### src/rtl/vga_frame_reader.sv
// vga_frame_reader: 2x2 nearest-neighbour upscaler fetching RGB444 from a framebuffer; RD_LAT+1 cycle latency, no backpressure (locked to pixel clock).
// Optional build macro VGA_TEST_PATTERN_EN adds pattern_sel, replacing framebuffer data with eight vertical colour bars.
module vga_frame_reader #(
  parameter int SRC_W  = 320,
  parameter int SRC_H  = 240,
  parameter int ADDR_W = 17,
  parameter int RD_LAT = 2
) (
  input  logic              clk,
  input  logic              rst,
  input  logic [11:0]       pixel_x,
  input  logic [11:0]       pixel_y,
  input  logic              video_on,
  input  logic              hsync_in,
  input  logic              vsync_in,
`ifdef VGA_TEST_PATTERN_EN
  input  logic              pattern_sel,
`endif
  output logic              fb_rd_en,
  output logic [ADDR_W-1:0] fb_rd_addr,
  input  logic [11:0]       fb_rd_data,
  output logic [11:0]       rgb,
  output logic              hsync_out,
  output logic              vsync_out,
  output logic              video_on_out,
  output logic              frame_start
);

  localparam int D = RD_LAT + 1;
  localparam logic [11:0] DST_W = 12'(2 * SRC_W);
  localparam logic [11:0] DST_H = 12'(2 * SRC_H);
  localparam logic [ADDR_W-1:0] ROW_STEP = ADDR_W'(SRC_W);
  localparam logic [ADDR_W-1:0] LAST_ROW = ADDR_W'((SRC_H - 1) * SRC_W);

  typedef enum logic {SYNC_WAIT, RUN} state_t;

  state_t            state;
  logic [ADDR_W-1:0] row_base;
  logic [D-1:0]      hs_sr, vs_sr, vo_sr, run_sr, fs_sr;
  logic              at_origin, run_eff, in_area;
  logic [11:0]       src;

  // The (0,0) cycle that moves the FSM into RUN already counts as running,
  // so the first pixel of the first frame is fetched and shown.
  assign at_origin = (pixel_x == 12'd0) && (pixel_y == 12'd0);
  assign run_eff   = (state == RUN) || at_origin;
  assign in_area   = (pixel_x < DST_W) && (pixel_y < DST_H);

`ifdef VGA_TEST_PATTERN_EN
  localparam int BAR_W = (2 * SRC_W) / 8;

  logic [2:0]        bar_idx;
  logic [2:0]        bar_sr [RD_LAT];
  logic [RD_LAT-1:0] pat_sr;

  function automatic logic [11:0] bar_color(input logic [2:0] idx);
    case (idx)
      3'd0:    bar_color = 12'hFFF;
      3'd1:    bar_color = 12'hFF0;
      3'd2:    bar_color = 12'h0FF;
      3'd3:    bar_color = 12'h0F0;
      3'd4:    bar_color = 12'hF0F;
      3'd5:    bar_color = 12'hF00;
      3'd6:    bar_color = 12'h00F;
      default: bar_color = 12'h000;
    endcase
  endfunction

  always_comb begin
    bar_idx = 3'd0;
    for (int k = 1; k < 8; k++)
      if (pixel_x >= 12'(k * BAR_W)) bar_idx = 3'(k);
  end

  // Bar index and select travel RD_LAT stages so they meet the fb data slot.
  always_ff @(posedge clk) begin
    if (rst) begin
      pat_sr <= '0;
      for (int k = 0; k < RD_LAT; k++) bar_sr[k] <= 3'd0;
    end else begin
      pat_sr[0] <= pattern_sel;
      bar_sr[0] <= bar_idx;
      for (int k = 1; k < RD_LAT; k++) begin
        pat_sr[k] <= pat_sr[k-1];
        bar_sr[k] <= bar_sr[k-1];
      end
    end
  end

  assign src      = pat_sr[RD_LAT-1] ? bar_color(bar_sr[RD_LAT-1]) : fb_rd_data;
  assign fb_rd_en = !rst && run_eff && video_on && in_area && !pattern_sel;
`else
  assign src      = fb_rd_data;
  assign fb_rd_en = !rst && run_eff && video_on && in_area;
`endif

  assign fb_rd_addr = fb_rd_en ? (row_base + ADDR_W'(pixel_x[11:1])) : '0;

  always_ff @(posedge clk) begin
    if (rst) begin
      state    <= SYNC_WAIT;
      row_base <= '0;
      hs_sr    <= '1;
      vs_sr    <= '1;
      vo_sr    <= '0;
      run_sr   <= '0;
      fs_sr    <= '0;
      rgb      <= 12'h000;
    end else begin
      if (at_origin) state <= RUN;

      // Advance one source row after every second output line; clamp keeps a
      // glitched scan from running past the last row until vblank clears it.
      if (pixel_y >= DST_H)
        row_base <= '0;
      else if ((pixel_x == DST_W - 12'd1) && pixel_y[0] && (row_base < LAST_ROW))
        row_base <= row_base + ROW_STEP;

      hs_sr  <= {hs_sr[D-2:0], hsync_in};
      vs_sr  <= {vs_sr[D-2:0], vsync_in};
      vo_sr  <= {vo_sr[D-2:0], video_on};
      run_sr <= {run_sr[D-2:0], run_eff};
      fs_sr  <= {fs_sr[D-2:0], at_origin};
      rgb    <= (vo_sr[D-2] && run_sr[D-2]) ? src : 12'h000;
    end
  end

  assign hsync_out    = hs_sr[D-1];
  assign vsync_out    = vs_sr[D-1];
  assign video_on_out = vo_sr[D-1];
  assign frame_start  = fs_sr[D-1];

endmodule
### config.mk
export PLATFORM = sky130hd
export DESIGN_NAME = vga_frame_reader
export DESIGN_NICKNAME = d
export VERILOG_FILES = /design/src/rtl/vga_frame_reader.sv
export SDC_FILE = /design/constraint.sdc
export NUM_CORES = 1
export LEC_CHECK = 0
export CAP_MARGIN = 0
export CORE_ASPECT_RATIO = 0.5
export CORE_MARGIN = 2
export CORE_UTILIZATION = 40
export DETAILED_ROUTE_END_ITERATION = 12
export PLACE_DENSITY_LB_ADDON = 0.05
export SYNTH_ARGS = -nofsm -noshare
export SYNTH_HDL_FRONTEND = slang
export SYNTH_SLANG_ARGS = --single-unit
### constraint.sdc
create_clock -name clk -period 4.8 [get_ports clk]
set_input_delay 0.96 -clock clk [delete_from_list [all_inputs] [get_ports clk]]
set_output_delay 0.96 -clock clk [all_outputs]
set_load 0.005 [all_outputs]
[Word level (Yosys, flattened, before mapping)]
Cells that the tools add are included.
Storage, ports and cells
  register bits after elaboration: 44
  input port bits: 41
Operators by class
  $add $sub $neg: 2
  order comparisons: 4
  equal/unequal tests: 1
  multiplexer cells: 1
  bitwise gates (word level): 1
  reduce and logical (&&, ||, !) cells: 14
Operator list (number)
  logical NOT 12 bit: 2
  adder 17 x 11 -> 17 bit: 1
  adder 17 x 9 -> 17 bit (second input constant): 1
  less-than comparator 17 bit (second input constant): 1
  2-to-1 mux 17 bit: 1
  equality test 12 x 10 -> 1 bit (second input constant): 1
  >= comparator 12 x 9 -> 1 bit (second input constant): 1
  less-than comparator 12 x 10 -> 1 bit (second input constant): 1
  less-than comparator 12 x 9 -> 1 bit (second input constant): 1
  logical AND 1 bit: 8
  OR reduction 2 bit: 2
  logical NOT 1 bit: 1
  logical OR 1 bit: 1
  inverter 1 bit: 1

[Longest topological paths before layout]
Gate-level depths: netlist of run 1.
  depth in word-level cells: 7
  gate-level depth with buffers: 7
  depth with buffers taken out: 7

[Worst setup path after synthesis of run 1]
OpenSTA, ideal clock, no wires.
  path kind: input -> output
  start point: in pixel_x[7]
  end point: out fb_rd_addr[0]
  arrival time: 2.701 ns
  required time: 3.840 ns
  path slack: 1.139 ns
  stages on the path: 6
  buffers on the path: 1
  cells stage by stage: or4_1 clkbuf_2 o41ai_1 nand4_1 inv_1 and2_1
On the way
  word-level cells in the longest chain between the ends: 7
RTL lines
  start, declared: RTL line 11  | input logic [11:0] pixel_x,
  branches (longest 5 deep; another with less-than comparator 12 x 10 -> 1 bit)
  logical AND 1 bit (*): RTL line 94  | assign fb_rd_en = !rst && run_eff && video_on && in_area;
  net fb_rd_en: RTL line 19  | output logic fb_rd_en,
  2-to-1 mux 17 bit (*): RTL line 97  | assign fb_rd_addr = fb_rd_en ? (row_base + ADDR_W'(pixel_x[11:1])) : '0;
  end, declared: RTL line 20  | output logic [ADDR_W-1:0] fb_rd_addr,
Mark *: on every way through the listed nets, which the timed path passes.

[Worst setup path in the final report of run 1]
  start point: in pixel_x[8]
  end point: out fb_rd_addr[9]
On the way
  word-level cells in the longest chain between the ends: 7
RTL lines (RTL line)
  branches (longest 6 deep; another with adder 17 x 11 -> 17 bit)
  2-to-1 mux 17 bit (*): 97
Every way passes the cells marked *.

==> flow_summary_export.csv, run 1 <==
group,metric,value,unit
floorplan,dieArea,5120,µm²
placement,portBuffers,74,
setup_path,crit_required,3840,ps
setup_path,crit_type,"input pin to primary output",
floorplan,die_h,51.6,µm
setup_path,worstRegToRegCells,5,
sta,setup_ws,318,ps
yosys,synthCells,213,
placement,place_hpwl,3.75,mm
yosys,synth_cell_types,35,
yosys,avgSynthCellArea,8.52,µm²
sta,fin_skew,5.12,ps
power,switchingPower,135,µW
detailed_routing,post_drt_wl_per_cell,13.7,µm
min_path,hold_path_class,"flop to flop",
global_route,grt_overflow,0,
clocking,cts_tree,"done",
global_route,use_met1,23.6,%
global_route,grt_pass1_vias,1705,
clocking,post_cts_resized,0,
clocking,clock-sinks,38,
detailed_routing,wl,4.75,mm
yosys,synthArstFlopShare,0,%
yosys,ys_ff_latch,38,
finish,layout-drive-gt1-share,7.56,%
detailed_routing,num_vias,1819,
global_route,grt_busiest_layer,"met2",
setup_path,path_cells,"clkdlybuf4s50_1, or4_1, o41ai_1, nand4_1, buf_4, nor3_1, clkdlybuf4s50_1",
min_path,hp-start,"vs_sr[0]",
finish,utilization,63.0,%
power,combPwrFrac,7.9,%
clocking,cts_buffers,5,
yosys,synth_top_area_share,41.9,%
power,powerDensity,253,nW/µm²
min_path,min_delay_path_depth,1,
clocking,clk_latency,300,ps
yosys,synth_warnings,0,
setup_path,rr_startpoint,"row_base[14]",
floorplan,initial_core_util,41.4,%
global_route,grt_usage,19.3,%
finish,antenna_cells,0,
sta,rsz0062_at_grt,"false",
yosys,synth_edf_count,0,
setup_path,end_kind,"primary output",
clocking,clock_path_buffers,2,
clocking,root_buffer,"clkbuf_8",
finish,nFillCells,404,
placement,routabilityCongestion,0.856,
finish,area_growth,52.1,%
job,drv_cap,0,
sta,drv_slew,0,
floorplan,ios,75,
setup_path,cp-start-kind,"input pin",
placement,placed_area,2620,µm²
global_route,grtUsageMet3,5.51,%
clocking,cts_setup_buffers,0,
detailed_routing,ant_nets,0,
power,p_seq_share,45.6,%
setup_path,cpMostUsedCell,"clkdlybuf4s50_1",
status,status,"complete, no violations",
clocking,clkTransAtPathRegs,70,ps
placement,dp_slack,303,ps
yosys,synthTopCellsByArea,"dfxtp_1 42%, nor2_1 4.6%, and3_1 4.5%, ha_1 4.1%, nand2_1 3.3%",
placement,dp_cells,340,
detailed_routing,firstDrtPassIters,4,
clocking,cts_htree_levels,2,
yosys,synth_flop_cell,"dfxtp_1",
sta,fin_crit,4480,ps
yosys,syn_nets,261,
setup_path,crit_arrival,3520,ps
sta,final_hold_viol_count,0,
power,switching_share,19.4,%
setup_path,worstPathMaxFanout,9,
finish,final_cell_mix,"74 x clkdlybuf4s50_1, 38 x dfxtp_1, 22 x nor2_1",
power,ir_worst_vdd,0.149,mV
setup_path,critPathMaxStageDelay,560,ps
sta,min_period_over_period,93.4,%
detailed_routing,viasPerCell,5.23,
finish,fin_area,2760,µm²
power,leakage,1.00,nW
power,power.internal,563,µW
sta,fmax,0.223,GHz
sta,worstMarginPinSlew,640,ps
sta,setup_violations,0,
setup_path,r2r_end,"row_base[9]",
clocking,postCtsHoldBufs,0,
yosys,synthesis.area,1810,µm²
finish,seq_area,761,µm²
finish,nets,338,
min_path,hold_end,"vs_sr[1]",
power,clkPwrFrac,46.5,%
floorplan,rows,17,
global_route,grt_use_met2,32.9,%
sta,finalSetupTns,0,ps
sta,maxSlewHeadroom,57.3,%
global_route,grt_max_degree,14,
setup_path,rrSetupSlack,2820,ps
setup_path,crit_slowest_cell,"or4_1",
finish,multi_input_area,1010,µm²
finish,layoutNonFillerInstCount,348,
setup_path,path_buf_inv,3,
yosys,synth_seq_area_share,41.9,%
yosys,yosys.area.top_type,"dfxtp_1",
global_route,grt_antenna_before_repair,0,
detailed_routing,drc_errors,0,
global_route,grt_first_pass_wirelength,7.70,mm
setup_path,crit_family,"buffers and inverters",
finish,final_common_cell,"clkdlybuf4s50_1",
floorplan,core,4380,µm²
floorplan,die_w,99.2,µm
detailed_routing,first_iter_violations,77,
-- synthesized netlist by cell type (2+ instances only) --
library cell and instances:
and3_1 13, dfxtp_1 38, o21a_1 2, nor2b_1 6, ha_1 6, nand4_1 6, or4_1 5, xor2_1 6
and2_1 9, clkbuf_1 6, a211oi_1 2, o21bai_1 2, o211ai_1 4, or2_2 9, or3_1 5, o21ai_0 6
inv_1 3, o2111ai_1 3, nor3_1 6, nand3_1 7, nor2_1 22, o41ai_1 2, o31ai_1 2, xnor2_1 3
nor4_1 5, nand2_1 16, a21oi_1 11
-- metal layers --
metal	vias to the layer above	routed length, µm	part of all wire, %
li1	918	-	-
met1	831	2180	46
met2	63	2270	48
met3	7	271	5.7
met4	0	38	0.80
met5	-	0	0
-- registers in the layout, indices dropped and copies added (netlist names) --
name / cells
rgb: 12
row_base: 11
fs_sr: 3
hs_sr: 3
vo_sr: 3
vs_sr: 3
run_sr: 2
state: 1
-- worst reg2reg max path, stage by stage (launching register included) --
cell and delay, ps:
dfxtp_1 380, o21a_1 240, nor3_1 480, nand2_1 220, or4_1 430, a21oi_1 160
-- cells by family (layout without fill, tap and decap cells) --
group	Yosys count	in the layout	synth area share (%)
buf+inv	10	88	2.14
fa+ha+maj	7	7	5.24
flops	38	38	41.9
xor+xnor	9	9	4.35
compound gates	37	37	13.3
simple gates	112	112	33.0
-- power by group through the flow --
stage / registers [mW] / clock network, mW / logic [mW]
after floorplan: 0.326 / 0 / 0.0131
after global placement: 0.326 / 0 / 0.0544
after detailed placement: 0.326 / 0 / 0.0549
after CTS: 0.318 / 0.332 / 0.0553
after global routing: 0.319 / 0.342 / 0.0598
final: 0.318 / 0.325 / 0.0550
-- final cells by class --
class | instances | area share (%)
inverter | 3 | 0.408
clock inverter | 3 | 2.49
timing repair buffer | 77 | 27.7
tap | 57 | 2.59
multi-input combinational | 165 | 36.8
clock buffer | 5 | 2.49
sequential | 38 | 27.6
-- how the worst max path moves through the flow --
stage | cells after the start | endpoint | start | slack [ps]
4_1_cts | 7 | fb_rd_addr[9] | pixel_x[8] | 290
5_1_grt | 8 | fb_rd_addr[13] | pixel_x[9] | 90
3_3_place_gp | 7 | fb_rd_addr[9] | pixel_x[0] | 370
6_report | 7 | fb_rd_addr[9] | pixel_x[8] | 320
3_5_place_dp | 7 | fb_rd_addr[9] | pixel_x[8] | 300
2_1_floorplan | 6 | fb_rd_addr[0] | pixel_x[7] | 1140
-- through the flow --
step / hold WS, ps / power (mW)
CTS: 416 / 0.706
finish: 413 / 0.698
detailed placement: 398 / 0.381
global route: 421 / 0.721
global placement: 391 / 0.380
floorplan: 389 / 0.339
(Power assumes the default switching activity.)
==> run 2, diff against run 1 <==
--- a/config.mk
+++ b/config.mk
@@ -6,7 +6,6 @@
 export NUM_CORES = 1
 export LEC_CHECK = 0
 export CAP_MARGIN = 0
-export CORE_ASPECT_RATIO = 0.5
 export CORE_MARGIN = 2
 export CORE_UTILIZATION = 40
 export DETAILED_ROUTE_END_ITERATION = 12
==> flow_summary_export.csv, run 2 (synthesis results as in run 1) <==
group,metric,value,unit
detailed_routing,wl,4.40,mm
global_route,grt_first_pass_wirelength,7.56,mm
detailed_routing,viasPerCell,5.18,
sta,fmax,0.225,GHz
power,powerDensity,255,nW/µm²
detailed_routing,num_vias,1777,
power,p_seq_share,45.3,%
power,power.internal,576,µW
floorplan,rows,24,
setup_path,worstPathMaxFanout,9,
power,leakage,1.01,nW
min_path,min_delay_path_depth,1,
detailed_routing,drc_errors,0,
finish,utilization,63.3,%
finish,top_register,"rgb",
power,clkPwrFrac,46.9,%
clocking,post_cts_resized,0,
sta,rsz0062_at_grt,"false",
placement,dp_slack,334,ps
job,drv_cap,0,
detailed_routing,post_drt_wl_per_cell,12.8,µm
clocking,root_buffer,"clkbuf_8",
sta,final_hold_viol_count,0,
global_route,grt_pass1_vias,1676,
placement,dp_cells,335,
sta,fin_skew,1.63,ps
sta,finalSetupTns,0,ps
floorplan,dieArea,5090,µm²
finish,largest_reg_flops,12,
power,combPwrFrac,7.8,%
power,switchingPower,127,µW
placement,portBuffers,74,
floorplan,die_h,71.3,µm
setup_path,crit_required,3840,ps
clocking,clk_latency,280,ps
clocking,postCtsHoldBufs,0,
clocking,clock-sinks,38,
setup_path,worstRegToRegCells,5,
finish,final_cell_mix,"74 x clkdlybuf4s50_1, 38 x dfxtp_1, 22 x nor2_1",
sta,setup_violations,0,
finish,final_common_cell,"clkdlybuf4s50_1",
finish,nets,338,
finish,antenna_cells,0,
sta,worstMarginPinSlew,624,ps
global_route,grt_overflow,0,
setup_path,end_kind,"primary output",
finish,reg_top3,"rgb: 12 flops, row_base: 11 flops",
clocking,cts_setup_buffers,0,
sta,drv_slew,0,
placement,placed_area,2620,µm²
clocking,cts_buffers,5,
clocking,clkTransAtPathRegs,70,ps
power,ir_worst_vdd,0.139,mV
floorplan,ios,75,
setup_path,rrSetupSlack,2800,ps
setup_path,cp-start-kind,"input pin",
global_route,grt_max_degree,14,
floorplan,core,4350,µm²
floorplan,die_w,71.3,µm
min_path,hold_end,"hs_sr[2]",
setup_path,rr_startpoint,"row_base[14]",
floorplan,initial_core_util,41.7,%
power,switching_share,18.0,%
min_path,hold_path_class,"flop to flop",
power,power.total,703,µW
sta,whs,411,ps
clocking,cts_htree_levels,2,
clocking,cts_tree,"done",
sta,setup_ws,350,ps
placement,routabilityCongestion,0.861,
min_path,hp-start,"hs_sr[1]",
finish,area_growth,52.0,%
global_route,grt_usage,18.3,%
clocking,clock_path_buffers,2,
sta,maxSlewHeadroom,58.3,%
finish,layout-drive-gt1-share,7.56,%
detailed_routing,ant_nets,0,
finish,fin_area,2760,µm²
setup_path,crit_arrival,3490,ps
detailed_routing,first_iter_violations,43,
placement,place_hpwl,3.36,mm
global_route,grt_antenna_before_repair,0,
finish,layoutNonFillerInstCount,343,
sta,min_period_over_period,92.7,%
setup_path,crit_type,"input pin to primary output",
detailed_routing,firstDrtPassIters,4,
status,status,"complete, no violations",
setup_path,r2r_end,"row_base[14]",
sta,fin_crit,4450,ps
run 2: cell types whose count changed in the layout (fill, tap and decap cells not counted):
| cell | change |
|---|---|
| clkbuf_8 | +1 |
| clkinv_4 | -1 |
run 2: area by class of cell:
type | instances | area (µm²)
clock inverter | 2 | 60.1
inverter | 3 | 11.3
multi-input combinational | 165 | 1010
fill | 396 | 1600
sequential | 38 | 761
clock buffer | 6 | 82.6
tap | 52 | 65.1
timing repair buffer | 77 | 763
run 2: per-layer routing:
layer | part of all wire (%) | vias up | global-route usage, % | routed length [µm]
li1 | - | 918 | - | -
met1 | 49 | 805 | 24.2 | 2140
met2 | 45 | 48 | 30.2 | 1980
met3 | 4.8 | 6 | 3.23 | 212
met4 | 1.6 | 0 | 6.29 | 70
met5 | 0 | - | 0 | 0
run 2: worst max-delay path by stage:
| stage | depth (start not counted) | endpoint | start | slack (ps) |
|---|---|---|---|---|
| after CTS | 7 | fb_rd_addr[9] | pixel_x[8] | 320 |
| after global placement | 7 | fb_rd_addr[9] | pixel_x[8] | 380 |
| after floorplan | 6 | fb_rd_addr[0] | pixel_x[7] | 1140 |
| final | 7 | fb_rd_addr[9] | pixel_x[8] | 350 |
| after global routing | 8 | fb_rd_addr[13] | pixel_x[9] | 150 |
| after detailed placement | 7 | fb_rd_addr[9] | pixel_x[8] | 330 |
run 2: power by group through the flow:
stage                     registers, mW  logic [mW]  clock network (mW)
after global routing              0.319      0.0598               0.348
after CTS                         0.318      0.0551               0.338
after floorplan                   0.326      0.0131                   0
after detailed placement          0.326      0.0545                   0
final                             0.319      0.0546               0.330
after global placement            0.326      0.0542                   0
run 2: worst max-delay path, cell delays in order:
cell and delay (ps):
clkdlybuf4s50_1 480, or4_1 570, o41ai_1 410, nand4_1 160
buf_4 200, nor3_1 180, clkdlybuf4s50_1 520
==> run 3, diff against run 2 <==
--- a/config.mk
+++ b/config.mk
@@ -5,7 +5,7 @@
 export SDC_FILE = /design/constraint.sdc
 export NUM_CORES = 1
 export LEC_CHECK = 0
-export CAP_MARGIN = 0
+export CAP_MARGIN = 5
 export CORE_MARGIN = 2
 export CORE_UTILIZATION = 40
 export DETAILED_ROUTE_END_ITERATION = 12
==> results of run 3 <==
The final DEF is identical to that of run 2; final timing and power are the same.
